[src/rtl/commons.sv]
// Shared definitions for the spelled-digit decoder: FSM state type,
// history depth, character constants and the spelled-word patterns.
// Optional build macro DIGIT_WORD_ZERO_EN (consumed by digit_word_match).
package commons;

  typedef enum logic {
    IDLE = 1'b0,
    RUN  = 1'b1
  } dw_state_t;

  localparam int unsigned DW_HIST_LEN = 4;
  localparam int unsigned DW_CHAR_W   = 8;

  // Element 0 is the newest accepted char, so {hist, char} reads oldest..newest.
  typedef logic [DW_HIST_LEN-1:0][DW_CHAR_W-1:0] dw_hist_t;

  localparam logic [DW_CHAR_W-1:0] DW_NL         = 8'h0A;
  localparam logic [DW_CHAR_W-1:0] DW_ASCII_ZERO = 8'h30;

  localparam logic [23:0] DW_ONE   = "one";
  localparam logic [23:0] DW_TWO   = "two";
  localparam logic [23:0] DW_SIX   = "six";
  localparam logic [31:0] DW_FOUR  = "four";
  localparam logic [31:0] DW_FIVE  = "five";
  localparam logic [31:0] DW_NINE  = "nine";
  localparam logic [31:0] DW_ZERO  = "zero";
  localparam logic [39:0] DW_THREE = "three";
  localparam logic [39:0] DW_SEVEN = "seven";
  localparam logic [39:0] DW_EIGHT = "eight";

  function automatic logic [DW_CHAR_W-1:0] dw_digit_char(input logic [3:0] digit);
    return DW_ASCII_ZERO + {4'h0, digit};
  endfunction

endpackage

[src/rtl/digit_word_match.sv]
// Combinational suffix matcher: checks history+char for a spelled digit.
// Build macro DIGIT_WORD_ZERO_EN adds "zero" to the recognised words.
module digit_word_match
  import commons::*;
(
  input  dw_hist_t               i_hist,
  input  logic [DW_CHAR_W-1:0]   i_char,
  output logic                   o_hit,
  output logic [3:0]             o_digit
);

  logic [39:0] w_win;

  assign w_win = {i_hist, i_char};

  // Suffix compare; no word is a suffix of another, so order is irrelevant.
  always_comb begin
    o_hit   = 1'b0;
    o_digit = '0;
    if (w_win[23:0] == DW_ONE) begin
      o_hit = 1'b1; o_digit = 4'd1;
    end else if (w_win[23:0] == DW_TWO) begin
      o_hit = 1'b1; o_digit = 4'd2;
    end else if (w_win[39:0] == DW_THREE) begin
      o_hit = 1'b1; o_digit = 4'd3;
    end else if (w_win[31:0] == DW_FOUR) begin
      o_hit = 1'b1; o_digit = 4'd4;
    end else if (w_win[31:0] == DW_FIVE) begin
      o_hit = 1'b1; o_digit = 4'd5;
    end else if (w_win[23:0] == DW_SIX) begin
      o_hit = 1'b1; o_digit = 4'd6;
    end else if (w_win[39:0] == DW_SEVEN) begin
      o_hit = 1'b1; o_digit = 4'd7;
    end else if (w_win[39:0] == DW_EIGHT) begin
      o_hit = 1'b1; o_digit = 4'd8;
    end else if (w_win[31:0] == DW_NINE) begin
      o_hit = 1'b1; o_digit = 4'd9;
    end
`ifdef DIGIT_WORD_ZERO_EN
    else if (w_win[31:0] == DW_ZERO) begin
      o_hit = 1'b1; o_digit = 4'd0;
    end
`else
`endif
  end

endmodule

[src/rtl/digit_word_decoder.sv]
// Streaming decoder replacing spelled digits ("one".."nine") with ASCII
// digits, one cycle of latency, with a saturating substitution counter.
// Build macro DIGIT_WORD_ZERO_EN enables "zero" -> "0".
module digit_word_decoder
  import commons::*;
(
  input  logic                 clk_i,
  input  logic                 rst_i,
  input  logic                 run_i,
  input  logic [DW_CHAR_W-1:0] char_i,
  output logic                 run_o,
  output logic [DW_CHAR_W-1:0] char_o,
  output logic [15:0]          matches_o
);

  dw_state_t            r_state;
  dw_hist_t             r_hist;
  logic                 r_run;
  logic [DW_CHAR_W-1:0] r_char;
  logic [15:0]          r_matches;

  dw_state_t            w_state_nxt;
  dw_hist_t             w_hist_cur;
  dw_hist_t             w_hist_nxt;
  logic [DW_CHAR_W-1:0] w_char_nxt;
  logic [15:0]          w_matches_nxt;
  logic                 w_hit;
  logic [3:0]           w_digit;

  // History only carries meaning inside a run; outside it the window is empty.
  assign w_hist_cur = (r_state == RUN) ? r_hist : '0;

  digit_word_match u_match (
    .i_hist  (w_hist_cur),
    .i_char  (char_i),
    .o_hit   (w_hit),
    .o_digit (w_digit)
  );

  // State and output registers; synchronous reset wins over run_i.
  always_ff @(posedge clk_i) begin
    if (rst_i) begin
      r_state   <= IDLE;
      r_hist    <= '0;
      r_run     <= 1'b0;
      r_char    <= '0;
      r_matches <= '0;
    end else begin
      r_state   <= w_state_nxt;
      r_hist    <= w_hist_nxt;
      r_run     <= run_i;
      r_char    <= w_char_nxt;
      r_matches <= w_matches_nxt;
    end
  end

  // Next-state, history shift, translated char and counter update.
  always_comb begin
    w_state_nxt   = r_state;
    w_hist_nxt    = '0;
    w_char_nxt    = '0;
    w_matches_nxt = r_matches;

    case (r_state)
      IDLE:    if (run_i)  w_state_nxt = RUN;
      RUN:     if (!run_i) w_state_nxt = IDLE;
      default: w_state_nxt = IDLE;
    endcase

    if (run_i) begin
      // Raw char is pushed (not the digit) so overlapping words still decode.
      if (char_i != DW_NL) begin
        w_hist_nxt = {w_hist_cur[DW_HIST_LEN-2:0], char_i};
      end
      w_char_nxt = w_hit ? dw_digit_char(w_digit) : char_i;
      if (w_hit && (r_matches != '1)) begin
        w_matches_nxt = r_matches + 16'd1;
      end
    end
  end

  assign run_o     = r_run;
  assign char_o    = r_char;
  assign matches_o = r_matches;

endmodule

[config.mk]
export PLATFORM = sky130hd
export DESIGN_NAME = digit_word_decoder
export DESIGN_NICKNAME = d
export VERILOG_FILES = /design/src/rtl/commons.sv /design/src/rtl/digit_word_match.sv /design/src/rtl/digit_word_decoder.sv
export SDC_FILE = /design/constraint.sdc
export NUM_CORES = 1
export LEC_CHECK = 0
export ABC_AREA = 1
export CORE_ASPECT_RATIO = 1.75
export CORE_UTILIZATION = 49
export CTS_CLUSTER_DIAMETER = 120
export DETAILED_ROUTE_END_ITERATION = 16
export GPL_ROUTABILITY_DRIVEN = 0
export PLACE_DENSITY = 0.75
export SLEW_MARGIN = 20
export SYNTH_ARGS = -nofsm -noshare
export SYNTH_HDL_FRONTEND = slang
export SYNTH_SLANG_ARGS = --single-unit
export TNS_END_PERCENT = 10
[constraint.sdc]
create_clock -name clk_i -period 2.07 [get_ports clk_i]
set_clock_uncertainty 0.2 [all_clocks]
set_input_delay 0.414 -clock clk_i [delete_from_list [all_inputs] [get_ports clk_i]]
set_output_delay 0.414 -clock clk_i [all_outputs]
set_load 0.01 [all_outputs]
==> results.cfg <==
[power_and_ir_drop]
swShare = 0.230
pwr-share-clk = 0.435
p_seq_frac = 0.479
internal_power_w = 0.00180
powerDensity_nw_per_um2 = 578
pwr-share-comb = 0.086
switching_power_w = 0.000539
ir_worst_vdd_uv = 602
p_leak_nw = 1.72

[global_route]
antenna_found_initial = 0
grt_pass1_wl_um = 13600
grt_usage = 0.318
grt_max_degree = 26
grt_remaining_overflow = 0
grt_pass1_vias = 3041

[worst_setup_path]
critPathRequiredTime_ns = 2.16
worstPathMaxFanout = 9
cp_common_cell = nand2_2
crit_arrival_ns = 2.37
cp_top_family = simple AND/OR/NAND/NOR gates
crit_type = reg2reg
critPathBufInv = 3
worst_setup_path_end_kind = flop
critPathSlowestCell = dfxtp_4
cpPeakStageDelay_ns = 0.39
crit_path_start_kind = flop
crit_chain = buf_12 > buf_16 > nand2_2 > nor2_2 > nand3_1 > nor2_1 > nand4_1 > nand2_2 > nor2_4 > nand3_4 > nand2_8 > inv_8 > nand2_2 > nand2_1 > nand2_1 > nor2_1

[run]
maxCapViolCount = 0

[layout]
final_cell_mix = 87 x nor2_1, 73 x nand2_1, 59 x buf_4, 56 x dfxtp_1, 55 x inv_1
areaGrowthSynthToFinish_pct = 51.1
insertedDiodeCount = 0
layoutNonFillerInstCount = 569
stdcell_area_um2 = 4050
layout_commonest_cell = nor2_1
drive_gt1_frac = 0.265
nets = 521

[timing]
fmax_mhz = 438
relSlewSlack = 0.815
setup_viol = 20
worst_pin_slew_ns = 0.278
rsz0062_at_grt = true
slew_violations = 0
timing.final.crit_period_ns = 2.28
finalCritPeriodShare = 1.10
hold_viol_final = 0
hold_ws_ns = 0.223
fin_ws_ns = -0.214

[synth]
synth_cell_type_count = 27
ys_seq_area_frac = 0.426
synth_area_per_cell_um2 = 6.65
postSynthCellCount = 403
yosys_warnings = 0
ys_seq_elements = 57
netlist_area_um2 = 2680
synth_nets = 415

[die]
dieArea_um2 = 5780
fp.coreArea_um2 = 5260
die_y_um = 99.8
dieWidth_um = 57.9
row_count = 35
io_pins = 36
start_util = 0.510

[place]
dp_slack_ns = -0.514
io_buffers = 35
place_inst = 535
placed_area_um2 = 3450
hpwlAfterDp_um = 5590

[clock_network]
cts-root-buf = clkbuf_8
h-tree-depth = 3
cts.path.max_buffers = 2
numCtsBuffers = 9
clk_latency_ns = 0.35
cts_tree = yes
clk_pin_slew_ns = 0.07
numClockSinks = 57

[detailed_routing]
drt_iter0_drc = 202
dr.pass1.iters = 10
totalWireLength_um = 8440
vias = 3057
vias_per_cell = 5.37
wl_per_cell_um = 14.8
ant_nets = 0
drc = 1

[status]
status = complete, but fails checks
violations = design-rule violations, negative setup slack

[min_path]
hold_class = in2reg
==> flip-flops by register name, summed over array words and instances, names as in the netlist <==
signal,cells
matches_o,16
r_hist,32
r_state,1
char_o,8
==> per-stage QoR <==
stage	utilization	total power, W	TNS [ns]
finish	0.770	0.00234	-3.30
global route	0.770	0.00243	-5.73
CTS	0.758	0.00235	-1.92
detailed placement	0.656	0.00130	-14.63
global placement	0.656	0.00130	-12.95
floorplan	-	0.00121	0
==> cell families (layout without fill, tap and decap cells) <==
logic type | Yosys count | in the layout | synth area share
compound gates | 20 | 20 | 0.0430
flops | 57 | 57 | 0.426
buf+inv | 66 | 176 | 0.102
fa+ha+maj | 1 | 1 | 0.00467
simple gates | 259 | 260 | 0.424
==> routing by layer <==
metal | routed length, um | GRT usage
met4 | 626 | 0.295
met5 | 0 | 0
met2 | 4580 | 0.556
met3 | 398 | 0.0760
met1 | 2840 | 0.289
==> worst paths after layout <==
path / from / end / slack, ns / cells after the start
worst max-delay path: r_state / matches_o[6] / -0.21 / 16
worst min-delay path: char_i[2] / char_o[2] / 0.22 / 3
worst max register to register: r_state / matches_o[6] / -0.21 / 16
worst min register to register: r_hist[4] / r_hist[12] / 0.24 / 2
==> what timing repair did <==
| action | in CTS | in global routing |
|---|---|---|
| pin swaps | 18 | 8 |
| hold buffers | 0 | 0 |
| gates cloned | 4 | 0 |
| resized for setup | 41 | 16 |
| setup buffers | 12 | 2 |
| endpoints found under the setup margin | 20 | 22 |
==> cell usage after synthesis <==
library cell	n	area share
buf_4	1	0.0028
nand2_2	5	0.012
nand3_1	32	0.060
nor2_1	102	0.14
o21bai_1	4	0.011
dfxtp_1	57	0.43
nor3_1	9	0.017
and2_1	2	0.0047
inv_1	56	0.078
buf_2	2	0.0037
clkinv_1	1	0.0014
nor4_1	1	0.0023
clkbuf_1	2	0.0028
o211a_1	1	0.0037
nor3b_1	1	0.0028
nor2_2	8	0.019
a21oi_1	4	0.0075
inv_2	1	0.0014
nand3b_1	4	0.011
inv_6	1	0.0033
nand4_1	13	0.030
ha_1	1	0.0047
o21ai_0	11	0.021
nand3_4	1	0.0065
nand2_1	80	0.11
buf_6	2	0.0084
nand2_4	1	0.0042
==> tightest hold or removal path: stages <==
cell and delay [ns]:
dlymetal6s2s_1 0.17, nand2_1 0.08, a21oi_1 0.05
==> area by class of cell <==
type / count / area [um2]
fill: 372 / 1210
tap: 55 / 68.8
clock buffer: 13 / 149
sequential: 57 / 1140
clock inverter: 3 / 40.0
multi-input combinational: 281 / 1450
inverter: 59 / 230
timing repair buffer: 101 / 965
==> power by group through the flow <==
stage                     Clock (W)  Sequential, W  Combinational, W
final                       0.00102        0.00112          0.000201
after CTS                   0.00104        0.00112          0.000196
after global routing        0.00109        0.00112          0.000216
after global placement            0        0.00114          0.000156
after floorplan                   0        0.00115         0.0000625
after detailed placement          0        0.00114          0.000158
No activity file was read; power rests on OpenSTA's default activity.
